--- src/rtl/lot_sensor_sequencer.sv ---
// lot_sensor_sequencer
// Turns one-cycle car enter/exit requests into the four-phase Gray a/b
// beam-break waveform a real car produces, with each phase held for
// PHASE_CYCLES cycles, and tracks a shadow occupancy count.
//
// Optional feature macro: LOT_SIM_GUARD_EN
//   defined   - enter at full lot / exit at empty lot is refused (o_rejected)
//   undefined - such requests still run the full waveform; occupancy saturates
//
// Ports:
//   i_clk         system clock
//   i_rst         synchronous active-high reset
//   i_req_enter   one-cycle car-entry request (sampled only while o_ready)
//   i_req_exit    one-cycle car-exit request  (sampled only while o_ready)
//   o_ready       idle, accepting requests (combinational from state)
//   o_a, o_b      outer / inner beam (1 = blocked), registered
//   o_done        one-cycle pulse when a sequence completes, registered
//   o_rejected    one-cycle pulse when a request is refused, registered
//   o_occupancy   shadow car count 0..CAPACITY, registered
module lot_sensor_sequencer #(
  parameter int PHASE_CYCLES = 4,
  parameter int CAPACITY     = 25
) (
  input  logic       i_clk,
  input  logic       i_rst,
  input  logic       i_req_enter,
  input  logic       i_req_exit,
  output logic       o_ready,
  output logic       o_a,
  output logic       o_b,
  output logic       o_done,
  output logic       o_rejected,
  output logic [4:0] o_occupancy
);

  typedef enum logic [2:0] {S_IDLE, S_PH1, S_PH2, S_PH3, S_PH4} state_t;

  localparam logic [7:0] RELOAD = 8'(PHASE_CYCLES - 1);
  localparam logic [4:0] CAP    = 5'(CAPACITY);

  state_t     r_state, w_state_nxt;
  logic [7:0] r_cnt, w_cnt_nxt;
  logic       r_dir, w_dir_nxt;          // 0 = enter, 1 = exit
  logic       r_a, r_b, w_a_nxt, w_b_nxt;
  logic       r_done, w_done_nxt;
  logic       r_rej, w_rej_nxt;
  logic [4:0] r_occ, w_occ_nxt;
  logic       w_blocked;

`ifdef LOT_SIM_GUARD_EN
  assign w_blocked = (i_req_enter && (r_occ >= CAP)) || (i_req_exit && (r_occ == 5'd0));
`else
  assign w_blocked = 1'b0;
`endif

  always_comb begin
    w_state_nxt = r_state;
    w_cnt_nxt   = r_cnt;
    w_dir_nxt   = r_dir;
    w_done_nxt  = 1'b0;
    w_rej_nxt   = 1'b0;
    w_occ_nxt   = r_occ;
    w_a_nxt     = 1'b0;
    w_b_nxt     = 1'b0;

    case (r_state)
      S_IDLE: begin
        if (i_req_enter && i_req_exit) begin
          w_rej_nxt = 1'b1;
        end else if (i_req_enter || i_req_exit) begin
          if (w_blocked) begin
            w_rej_nxt = 1'b1;
          end else begin
            w_dir_nxt   = i_req_exit;
            w_cnt_nxt   = RELOAD;
            w_state_nxt = S_PH1;
          end
        end
      end
      default: begin
        if (r_cnt == 8'd0) begin
          w_cnt_nxt = RELOAD;
          case (r_state)
            S_PH1:   w_state_nxt = S_PH2;
            S_PH2:   w_state_nxt = S_PH3;
            S_PH3:   w_state_nxt = S_PH4;
            default: begin
              w_state_nxt = S_IDLE;
              w_done_nxt  = 1'b1;
              if (!r_dir) begin
                if (r_occ < CAP) w_occ_nxt = r_occ + 5'd1;
              end else begin
                if (r_occ != 5'd0) w_occ_nxt = r_occ - 5'd1;
              end
            end
          endcase
        end else begin
          w_cnt_nxt = r_cnt - 8'd1;
        end
      end
    endcase

    // a/b are decoded from the next state so the waveform lines up with the
    // state register: PH1 appears right after the accepting edge.
    if (!w_dir_nxt) begin
      w_a_nxt = (w_state_nxt == S_PH1) || (w_state_nxt == S_PH2);
      w_b_nxt = (w_state_nxt == S_PH2) || (w_state_nxt == S_PH3);
    end else begin
      w_a_nxt = (w_state_nxt == S_PH2) || (w_state_nxt == S_PH3);
      w_b_nxt = (w_state_nxt == S_PH1) || (w_state_nxt == S_PH2);
    end
  end

  always_ff @(posedge i_clk) begin
    if (i_rst) begin
      r_state <= S_IDLE;
      r_cnt   <= 8'd0;
      r_dir   <= 1'b0;
      r_a     <= 1'b0;
      r_b     <= 1'b0;
      r_done  <= 1'b0;
      r_rej   <= 1'b0;
      r_occ   <= 5'd0;
    end else begin
      r_state <= w_state_nxt;
      r_cnt   <= w_cnt_nxt;
      r_dir   <= w_dir_nxt;
      r_a     <= w_a_nxt;
      r_b     <= w_b_nxt;
      r_done  <= w_done_nxt;
      r_rej   <= w_rej_nxt;
      r_occ   <= w_occ_nxt;
    end
  end

  assign o_ready     = (r_state == S_IDLE);
  assign o_a         = r_a;
  assign o_b         = r_b;
  assign o_done      = r_done;
  assign o_rejected  = r_rej;
  assign o_occupancy = r_occ;

endmodule
--- config.mk ---
export PLATFORM = sky130hd
export DESIGN_NAME = lot_sensor_sequencer
export DESIGN_NICKNAME = d
export VERILOG_FILES = /design/src/rtl/lot_sensor_sequencer.sv
export SDC_FILE = /design/constraint.sdc
export NUM_CORES = 1
export LEC_CHECK = 0
export ABC_AREA = 1
export CORE_AREA = 2 2 58 60
export CTS_CLUSTER_DIAMETER = 80
export DETAILED_ROUTE_END_ITERATION = 12
export DIE_AREA = 0 0 60 62
export MAX_ROUTING_LAYER = met4
export PLACE_DENSITY = 0.73
export SKIP_CTS_REPAIR_TIMING = 1
export SYNTH_ARGS = -nofsm -noshare
export SYNTH_HDL_FRONTEND = slang
export SYNTH_SLANG_ARGS = --single-unit
--- constraint.sdc ---
create_clock -name i_clk -period 1.55 [get_ports i_clk]
set_input_delay 0.31 -clock i_clk [delete_from_list [all_inputs] [get_ports i_clk]]
set_output_delay 0.31 -clock i_clk [all_outputs]
set_load 0.03 [all_outputs]
==> metrics.txt <==
run status finished, final reports clean; CTS Buf Count 3; max incr delay on CP roughly 0.35 ns; Top Ports 14; XOR/XNOR Fraction of Synth Area under 10%; Hold WC Path Type reg -> reg; largest family of logic cells by synthesized area simple AND/OR/NAND/NOR gates; antenna violations before repair 0; First-pass DRT Iterations 4; All-Layer GR Usage 16.0%; relative slew slack 78.7%; CTS H-tree lvls 1; Final Cycle Share around 96%; Layout Cells excl Fill between 200 and 250; Simple-Gate Fraction of Synth Area 31.1%; I/O Buffers 13; drt wl/cell roughly 11 um; fraction of layout instances using a drive strength above 1 between 20% and 30%; Synth cell types 26; Finished Core Util 50.1%; First DRT Iteration DRCs 40; Clock power frac a little over a tenth; pin count of the biggest net entering global routing 13; Post-Syn Instances 165; Yosys reg bits 21; worst endpoint required time about 1.8 ns; area occupied by multi-input gates about 700 sq um; Final setup viols 0; multiplexer share of the synthesized area 0%; worst setup path class reg -> reg; die area ~3700 sq um; leak pwr around 0.86 nW; crit-path most repeated cell a21oi_1; DRT antenna net count 0; Worst Setup Start Kind flip-flop; Layout Nets a little over 200; filler cell count a little over 300; clock root buffer clkbuf_4; worst-path fanout max 4; Comb power frac around three fifths; Compound-Gate Fraction of Synth Area 14.6%; CTS tree built; vias in the first global route a little over 1000; Tmin final between 1 and 1.5 ns; critical path's slowest cell dfxtp_2; Achievable Freq 0.674 GHz; Clk Latency, worst-skew pair approximately 0.32 ns; post-synthesis adder-cell area fraction under 10%; pins over their slew limit 0; # DRC 0; grt total ovfl 0; placed cells roughly 230; hold depth 1; Diodes inserted 0; max-cap check violation count 0; sequential cell area 437 sq um; min-delay src r_cnt[0]; Mapped Area 1180 sq um; row count 21; drt via density 4.62; Area Overhead vs Synth 35.0%; Die Height a little over 60 um; Flop pwr share between 30% and 40%; post-synthesis sequential area ratio a little over a third; share of Yosys cell area claimed by the top area cell type 35.6%; RSZ-0062 raised after global routing yes; worst reg2reg path endpoint o_occupancy[3]; global-route wire length before repair ~4.3 mm; clock sink total 21; CTS Buffer Depth 2; Core Area around 3200 sq um; Setup crit end kind flip-flop; Pwr Density between 1500 and 2000 nW/um^2; Psw ~1.2 mW; final hold viol count 0; Setup Skew between 0.01 and 0.015 ns; cell taking the most area after synthesis dfxtp_1; reg-to-reg critical path startpoint r_dir; Reg2Reg Setup Slack approximately 0.066 ns; HPWL Detailed just under 2 mm; Slew @ Worst Pin around 0.32 ns; VDD IR-drop max roughly 0.6 mV; crit path DAT 1.70 ns; vias between 1000 and 1500; RePlAce Congestion between 0.8 and 0.9; Int Pwr ~1.4 mW; crit-path cells buf_4, ha_1, a21oi_1, o21ai_0, xnor2_1, a21oi_1; syn_area_per_cell between 7 and 8 sq um; worst r2r path cells 6; Starting Density 37.1%; Hold EP r_cnt[0]; switching share of power 46.8%; Syn Nets between 150 and 200; Syn. warnings 0; Die Width about 60 um; clk slew on worst S/H paths 0.13 ns; final wirelength ~2.6 mm; hold slack 0.453 ns; Tot Pwr about 2.6 mW; top cells by area, synth dfxtp_1 (36%), nand2_1 (10%), nor2_1 (7.3%)
## cell type report
| type | count | area share [%] |
|---|---|---|
| multi-input cells | 118 | 44.1 |
| flip-flops and latches | 21 | 27.4 |
| repair buffers | 29 | 17.4 |
| inverters | 24 | 5.66 |
| well taps | 46 | 3.61 |
| clock buffers | 3 | 1.41 |
| clock inverters | 1 | 0.314 |
## worst max-delay path, delay by kind of cell, from the launching register on
family | cells | cell delay [ns]
flops | 1 | 0.35
xor+xnor | 1 | 0.18
compound gates | 3 | 0.42
buf+inv | 1 | 0.15
fa+ha+maj | 1 | 0.27
## flip-flops by register name (all words and copies together), names as in the netlist
register     flops
o_done           1
o_b              1
r_cnt            8
r_state          3
o_a              1
r_dir            1
o_occupancy      5
o_rejected       1
## cell usage in the layout (no fill, tap or decap), types with 2 or more instances in the layout
cell type and count:
nand3_1 8, nor2_1 20, o21ai_0 6, o21ai_1 4, dfxtp_1 12, nand2_4 3
nand4_1 3, nand2_1 32, dfxtp_2 7, ha_4 2, dlymetal6s2s_1 9, nor3_1 2
nor2_2 4, buf_6 2, inv_1 20, o21ai_2 2, inv_2 4, dfxtp_4 2
clkdlybuf4s50_1 3, a21oi_1 15, xnor2_1 3, ha_1 2, xor2_1 3, buf_4 15
clkbuf_4 3
## logic make-up after synthesis
kind of cell               count (synthesis)
and+or+nand+nor                           76
DFF                                       21
buffers and inverters                     26
xor gates and xnor gates                   6
adders and majority gates                  5
AOI/OAI and AO/OA                         31
## stage by stage
stage / cell area [sq um] / TNS, ns / setup slack (ns)
3_5_place_dp: 1460 / -0.0156 / -0.0156
3_3_place_gp: 1460 / 0 / 0.0244
6_report: 1590 / 0 / 0.0657
2_1_floorplan: 1190 / 0 / 0.0163
4_1_cts: 1480 / -1.37 / -0.225
5_1_grt: 1590 / -0.0728 / -0.0620
## layer usage
metal / vias up / share of wire, % / global-route usage, %
met5: - / 0 / -
met4: 0 / 1.4 / 6.98
met3: 4 / 2.7 / 3.73
met2: 14 / 54 / 28.3
met1: 505 / 42 / 17.2
li1: 594 / - / -
## synth_stat cells (all sizes together)
cell	number
a211oi	1
a21oi	15
a22oi	1
a31oi	1
clkbuf	2
dfxtp	21
fa	1
ha	4
inv	24
nand2	36
nand3	8
nand4	3
nor2	26
nor3	3
o21a	1
o21ai	12
xnor2	3
xor2	3
## worst max path at each step
stage,start,endpoint,slack (ns),cells after the start
6_report,r_dir,o_occupancy[3],0.07,6
5_1_grt,r_dir,o_occupancy[3],-0.06,6
4_1_cts,o_occupancy[0],o_occupancy[0],-0.23,2
3_5_place_dp,i_req_exit,r_cnt[4],-0.02,6
3_3_place_gp,r_dir,o_occupancy[4],0.02,8
2_1_floorplan,o_occupancy[0],o_occupancy[4],0.02,8
## power by group through the flow
stage	sequential (mW)	combinational, mW	clock (mW)
2_1_floorplan	0.816	1.06	0
3_3_place_gp	0.789	1.42	0
3_5_place_dp	0.793	1.44	0
4_1_cts	0.780	1.45	0.290
5_1_grt	0.820	1.75	0.307
6_report	0.798	1.54	0.284
No activity file was read; power rests on OpenSTA's default activity.
